## config.mk

```make
export PLATFORM = sky130hd
export DESIGN_NAME = fifo_stream_reader
export DESIGN_NICKNAME = d
export VERILOG_FILES = /design/src/rtl/fifo_stream_reader.sv
export SDC_FILE = /design/constraint.sdc
export NUM_CORES = 1
export LEC_CHECK = 0
export CAP_MARGIN = 0
export CORE_UTILIZATION = 50
export CTS_BUF_LIST = sky130_fd_sc_hd__clkbuf_4 sky130_fd_sc_hd__clkbuf_8
export DETAILED_ROUTE_END_ITERATION = 16
export PLACE_DENSITY = 0.8
export SETUP_SLACK_MARGIN = 0.4
export SKIP_CTS_REPAIR_TIMING = 1
export SLEW_MARGIN = 20
export SYNTH_ARGS = -nofsm -noshare
export SYNTH_HDL_FRONTEND = slang
export SYNTH_SLANG_ARGS = --single-unit
```

## constraint.sdc

```tcl
create_clock -name clk -period 4.4 [get_ports clk]
set_input_delay 0.66 -clock clk [delete_from_list [all_inputs] [get_ports clk]]
set_output_delay 0.66 -clock clk [all_outputs]
set_load 0.01 [all_outputs]
```

## src/rtl/fifo_stream_reader.sv

```systemverilog
// fifo_stream_reader: drains a first-word-fall-through FIFO read port into a
// 2-entry skid buffer and presents it as a valid/ready stream master, framing
// the beats into bursts of BURST_LEN with m_tlast. Dropping en closes the
// current partial burst on the last buffered word, then returns to IDLE.
module fifo_stream_reader #(
    parameter int WIDTH     = 32,
    parameter int BURST_LEN = 4
) (
    input  logic             clk,
    input  logic             reset,
    input  logic             en,
    input  logic             fifo_empty,
    input  logic [WIDTH-1:0] fifo_data,
    output logic             r_ready,
    output logic             m_tvalid,
    input  logic             m_tready,
    output logic [WIDTH-1:0] m_tdata,
    output logic             m_tlast,
    output logic             busy,
    output logic             burst_done
);

    localparam int BCW = $clog2(BURST_LEN) + 1;
    localparam logic [BCW-1:0] LAST_BEAT = BCW'(BURST_LEN - 1);

    typedef enum logic [1:0] {
        IDLE  = 2'd0,
        RUN   = 2'd1,
        DRAIN = 2'd2
    } state_t;

    state_t           state;
    logic [1:0]       count;
    logic [WIDTH-1:0] slot0;
    logic [WIDTH-1:0] slot1;
    logic [BCW-1:0]   beat_cnt;
    logic             pop;
    logic             hs;

    // Pop and handshake strobes; r_ready never looks at m_tready so the FIFO
    // side has no combinational path from the sink.
    always_comb begin
        r_ready  = (state == RUN) && (count != 2'd2) && !fifo_empty;
        pop      = r_ready;
        m_tvalid = (count != 2'd0);
        hs       = m_tvalid && m_tready;
        m_tdata  = slot0;
        // Gated by m_tvalid so an empty buffer never shows a stray tlast.
        m_tlast  = m_tvalid &&
                   ((beat_cnt == LAST_BEAT) || ((state == DRAIN) && (count == 2'd1)));
        busy     = (state != IDLE) || (count != 2'd0);
    end

    // Two-entry buffer: slot0 is always the oldest word; a pop and a
    // handshake on the same edge replace the single held word in place.
    always_ff @(posedge clk or posedge reset) begin
        if (reset) begin
            count <= 2'd0;
            slot0 <= '0;
            slot1 <= '0;
        end else begin
            case ({pop, hs})
                2'b11: begin
                    slot0 <= fifo_data;
                end
                2'b10: begin
                    if (count == 2'd0) begin
                        slot0 <= fifo_data;
                    end else begin
                        slot1 <= fifo_data;
                    end
                    count <= count + 2'd1;
                end
                2'b01: begin
                    slot0 <= slot1;
                    count <= count - 2'd1;
                end
                default: begin
                end
            endcase
        end
    end

    // Control FSM with burst beat counter and registered burst_done pulse.
    always_ff @(posedge clk or posedge reset) begin
        if (reset) begin
            state      <= IDLE;
            beat_cnt   <= '0;
            burst_done <= 1'b0;
        end else begin
            burst_done <= hs && m_tlast;
            if (hs) begin
                if (m_tlast) begin
                    beat_cnt <= '0;
                end else begin
                    beat_cnt <= beat_cnt + BCW'(1);
                end
            end
            case (state)
                IDLE: begin
                    if (en) begin
                        state <= RUN;
                    end
                end
                RUN: begin
                    if (!en) begin
                        state <= DRAIN;
                    end
                end
                DRAIN: begin
                    // An unterminated partial burst is abandoned here.
                    if (count == 2'd0) begin
                        state    <= IDLE;
                        beat_cnt <= '0;
                    end
                end
                default: begin
                    state <= IDLE;
                end
            endcase
        end
    end

endmodule

```

==> results.tsv, run 1 <==
metric	value	unit
place_area	0.00403	mm²
synthMuxAreaShare	0.333	
clock_path_buffers	2	
design_area	0.00419	mm²
criticalPathCategory	input pin to flip-flop	
cp_slowest_stage_delay	0.86	ns
path_max_fanout	33	
grt.total_usage	0.184	
netlist.area_leader.share	0.556	
max-cap-violations	0	
ys_async_sr_fraction	1.00	
worst_r2r_endpoint	m_tdata[25]	
skew	0.00589	ns
fin_total_pwr	2.86	mW
rr_worst_depth	6	
viasPerCell	5.20	
fmax	0.336	GHz
ys_top_cells_by_count	94 x mux2_2, 72 x dfrtp_1, 7 x ha_1, 7 x inv_1	
fillCellCount	461	
htreeDepth	3	
drv_slew	0	
clk_latency	0.33	ns
drive_gt1_frac	0.388	
synth-compound-area-share	0.0220	
ys_types	22	
dr.pass1.iters	3	
die_h	82.5	µm
ys_ff_latch	72	
post_synth_main_area_contributors	dfrtp_1 56%, mux2_2 33%, ha_1 2.7%	
path_cells	clkdlybuf4s50_1 > nor2b_1 > ha_2 > mux2_2 > mux2_1	
drc	0	
worstMarginPinSlew	1.09	ns
synth_top_family_by_area	multiplexers	
routedWlPerCell	15.5	µm
syn_inst	220	
hold_viol_final	0	
clkSlewWorstSetupHoldPaths	0.07	ns
synth_simple_gate_area_share	0.0251	
die-width	82.5	µm
endpoint	m_tdata[25]	
nets	340	
leakagePower	1.80	nW
grt_pass1_wl	9.20	mm
num_vias	1943	
rsz0062_at_grt	false	
initial_utilization	0.532	
ys.flop_type	dfrtp_1	
cts_made_buffers	9	
row_count	28	
tritoncts	yes	
grt_antenna_before_repair	0	
gp_congestion	0.759	
r2r_slack	1.51	ns
fin_crit_sh	0.677	
diodes	0	
drt_iter0_markers	14	
final.setup.tns	0	ns
port_buffers	73	
syn_nets	264	
cp-start-kind	input pin	
setup_viol	0	
first_global_vias	1890	
yosysMostFrequentCell	mux2_2	
area_growth	29.2	%
io_pins	74	
outcome	completed	
slew-limit-headroom	0.272	
worstPathRequired	4.62	ns
synth_area	0.00324	mm²
crit_cells	5	
endpoint_kind	flip-flop	
synth-adder-area-share	0.0270	
ir_drop	0.390	mV
cts.sinks	72	
place_hpwl	3.89	mm
min_path_type	flip-flop to flip-flop	
die_area	0.00681	mm²
final_core_util	0.687	
crit_arrival	3.19	ns
wirelength	5.80	mm
antenna_left	0	
r2r_start	count[0]	
synth_edf_count	0	
ys_seq_area_frac	0.556	
clock-root-buffer	clkbuf_8	
yosysWarnings	0	
fin_hold_ws	0.496	ns
yosys.area.top_type	dfrtp_1	
crit_start	m_tready	
grt_max_degree	47	
p_per_area	682	mW/mm²
post-route-min-period	2.98	ns
cp_slowest_cell	ha_2	
crit_family	adder cells	
grt_remaining_overflow	0	
synth_xor_area_frac	0.00810	
coreArea	0.00610	mm²
syn_avg_cell_area	14.7	µm²
cp.buffers_inverters	1	
==> metal layers <==
metal | track usage | wire length (µm) | vias to the layer above
li1 | - | - | 924
met2 | 0.307 | 2810 | 46
met4 | 0.0724 | 80 | 0
met5 | 0 | 0 | -
met3 | 0.0505 | 297 | 9
met1 | 0.228 | 2610 | 964
==> per-stage QoR <==
stage / cells / setup slack, ns
after floorplan: 220 / 1.88
after global placement: 360 / 1.16
after detailed placement: 360 / 1.07
after CTS: 374 / 1.41
after global routing: 374 / 1.27
final: 374 / 1.42
==> state kept, by name, indices dropped and copies added, names as in the netlist <==
signal and count:
beat_cnt 3, slot1 32, burst_done 1, count 2, m_tdata 32, state 2
==> final cells by class <==
class                      instances  area, µm²  area share
sequential                        72       1800       0.430
multi-input combinational        130       1350       0.322
timing repair buffer              76        753       0.180
clock buffer                      13        160      0.0382
tap                               75       93.8      0.0224
inverter                           7       26.3     0.00627
clock inverter                     1       5.00     0.00119
==> power by group <==
part / leakage [nW] / total (mW) / internal [mW] / switching [mW]
Clock: 0.0896 / 0.451 / 0.232 / 0.218
Sequential: 0.869 / 1.16 / 0.994 / 0.169
Combinational: 0.838 / 1.24 / 0.779 / 0.463
Total: 1.80 / 2.86 / 2.01 / 0.850
==> placed cells by master, fill, tap and decap left out, drive strengths merged, types with 3 or more instances in the layout <==
cell | netlist | final
mux2 | 96 | 96
clkdlybuf4s50 | 0 | 73
dfrtp | 72 | 72
clkbuf | 5 | 13
inv | 7 | 7
ha | 7 | 7
nor2 | 5 | 5
nand2 | 3 | 3
xnor2 | 3 | 3
nor2b | 3 | 3
buf | 6 | 3
==> logic make-up (layout without fill, tap and decap cells) <==
family,after synthesis,count (layout)
AOI/OAI and AO/OA,9,9
and+or+nand+nor,15,15
adders and majority gates,7,7
xor gates and xnor gates,3,3
buffers and inverters,18,97
muxes,96,96
DFF,72,72
==> how the worst min path moves through the flow <==
stage	cells past startpoint	to	slack [ns]	start
after global routing	1	m_tdata[28]	0.52	m_tdata[28]
after global placement	1	m_tdata[25]	0.47	m_tdata[25]
after detailed placement	1	slot1[25]	0.49	slot1[25]
after CTS	1	slot1[25]	0.50	slot1[25]
after floorplan	1	state[0]	0.46	state[1]
final	1	m_tdata[25]	0.50	m_tdata[25]
No activity file was read; power rests on OpenSTA's default activity.
==> run 2: changes to the inputs <==
Settings changed: CORE_UTILIZATION 50 to 47, PLACE_DENSITY 0.8 to 0.79.
Clock period 4.4 ns to 2.45 ns, I/O delays scaled along.
==> run 2 against run 1 <==
Compared with the run above:
- worst setup slack got worse by 1.2 ns
- sequential share of layout area down 3.2 points
- non-clock buffer count up 14
- clock power is 110% higher
- first-iteration DRC count up 140%
- core utilization up 0.98 points
- hold slack worse by 0.060 ns
- total power grew 98%
- critical endpoint is now m_tdata[11]
- final cell count up 4.8%
- sequential power rose by 81%
- combinational power increased by 110%
- clock skew grew 0.0036 ns
==> results.tsv, run 2 (synthesized netlist as in run 1, its figures left out) <==
metric	value	unit	change
outcome	completed		
criticalPathCategory	flip-flop to flip-flop		
endpoint_kind	flip-flop		
wirelength	6.73	mm	+16%
clkSlewWorstSetupHoldPaths	0.08	ns	about the same
layout_common_cells	90 x mux2_2, 71 x dfrtp_1, 69 x clkdlybuf4s50_1, 10 x clkbuf_8		
path_max_fanout	8		-76%
clock-root-buffer	clkbuf_8		
coreArea	0.00649	mm²	+6.5%
clock_path_buffers	2		unchanged
die_area	0.00724	mm²	+6.2%
met3_usage	0.0438		-0.00678
max-cap-violations	0		unchanged
crit_start	count[0]		
tritoncts	yes		
r2r_start	count[0]		
path_cells	inv_2 > ha_4 > or4b_4 > ha_4 > buf_12 > mux2_4 > mux2_4		
cp.buffers_inverters	2		+1
leakagePower	1.98	nW	+10%
hold_viol_final	0		unchanged
die-width	85.1	µm	+3.1%
use_met2	0.291		-0.0156
dr.pass1.iters	4		+1
layout_commonest_cell	mux2_2		
worst_r2r_endpoint	m_tdata[11]		
crit_arrival	2.41	ns	-0.78 ns
grt_max_degree	34		-28%
p_per_area	1250	mW/mm²	+83%
worstMarginPinSlew	0.594	ns	-0.494 ns
htreeDepth	3		unchanged
top_usage_layer	met2		
final_core_util	0.697		+0.00977
drc	0		unchanged
post-route-min-period	2.18	ns	
cp_slowest_stage_delay	0.53	ns	-0.33 ns
fmax	0.458	GHz	
fin_total_pwr	5.65	mW	+98%
gp_congestion	0.766		+0.83%
antenna_left	0		unchanged
grt_remaining_overflow	0		unchanged
drv_slew	0		unchanged
row_count	29		+3.6%
port_buffers	73		unchanged
fin_crit_sh	0.890		
num_vias	2059		+6.0%
cp-start-kind	flip-flop		
drt_iter0_markers	34		+20
skew	0.00948	ns	+0.00358 ns
min_path_type	input pin to async pin		
grt.total_usage	0.183		-0.00131
place_hpwl	4.16	mm	+6.8%
grt_antenna_before_repair	0		unchanged
io_pins	74		unchanged
clk_latency	0.34	ns	about the same
routedWlPerCell	17.2	µm	+11%
viasPerCell	5.25		+1.1%
cts.sinks	72		unchanged
rsz0062_at_grt	true		
area_growth	39.6	%	
rr_worst_depth	7		+1
fillCellCount	477		+3.5%
instances_no_fill	392		+4.8%
grt_pass1_wl	9.98	mm	+8.4%
cts_made_buffers	9		unchanged
grt_util_met1	0.233		+0.00550
crit_family	multiplexers		
slew-limit-headroom	0.603		+0.331
ir_drop	0.685	mV	+76%
fin_hold_ws	0.437	ns	-0.0595 ns
first_global_vias	2068		+9.4%
cp_slowest_cell	or4b_4		
nets	354		+4.1%
diodes	0		unchanged
die_h	85.1	µm	+3.1%
final.setup.tns	0	ns	unchanged
initial_utilization	0.499		-0.0327
dp.cells	368		+2.2%
r2r_slack	0.27	ns	-1.24 ns
setup_viol	0		unchanged
worstPathRequired	2.68	ns	-1.94 ns
drive_gt1_frac	0.460		+0.0724
[run 2: cell types whose count changed in the layout (fill, tap and decap cells not counted), moves of 4 or more]
cell | previous run | this run
buf_12 | 0 | 7
mux2_4 | 0 | 6
buf_4 | 3 | 7
clkdlybuf4s50_1 | 73 | 69
mux2_2 | 94 | 90
[run 2: layout make-up]
type	instances	area, µm²	share of cell area
clock buffer	11	145	0.0321
inverter	7	30.0	0.00663
clock inverter	5	56.3	0.0124
multi-input combinational	130	1420	0.314
sequential	72	1800	0.398
timing repair buffer	90	973	0.215
tap	77	96.3	0.0213
[run 2: worst register-to-register path, delay by kind of cell, from the launching register on]
| kind | cells | cell delay, ns |
|---|---|---|
| AND/OR/NAND/NOR | 1 | 0.53 |
| flip-flops | 1 | 0.40 |
| multiplexers | 2 | 0.56 |
| buffers and inverters | 2 | 0.22 |
| adder cells (fa/ha/maj) | 2 | 0.37 |
[run 2: report_power, final]
part | switching (mW) | internal, mW
combinational | 0.953 | 1.66
clock | 0.435 | 0.508
sequential | 0.311 | 1.79
total | 1.70 | 3.95
[run 2: worst max-delay path by stage]
stage	depth (start not counted)	endpoint	slack [ns]
floorplan	8	m_tdata[0]	0.25
global placement	5	m_tdata[30]	0.05
detailed placement	5	m_tdata[10]	0.01
CTS	5	r_ready	-0.11
global route	7	m_tdata[11]	0.24
finish	7	m_tdata[11]	0.27
[run 2: layer usage]
metal  share of wire  vias to the layer above
li1                -                      963
met1            0.45                     1047
met4          0.0070                        0
met5               0                        -
met2            0.50                       45
met3           0.045                        4
[run 2: stage by stage]
step,setup slack [ns],cell area [µm²]
after floorplan,0.250,3330
after detailed placement,0.0114,4150
final,0.269,4530
after global routing,0.242,4530
after CTS,-0.112,4350
after global placement,0.0488,4150
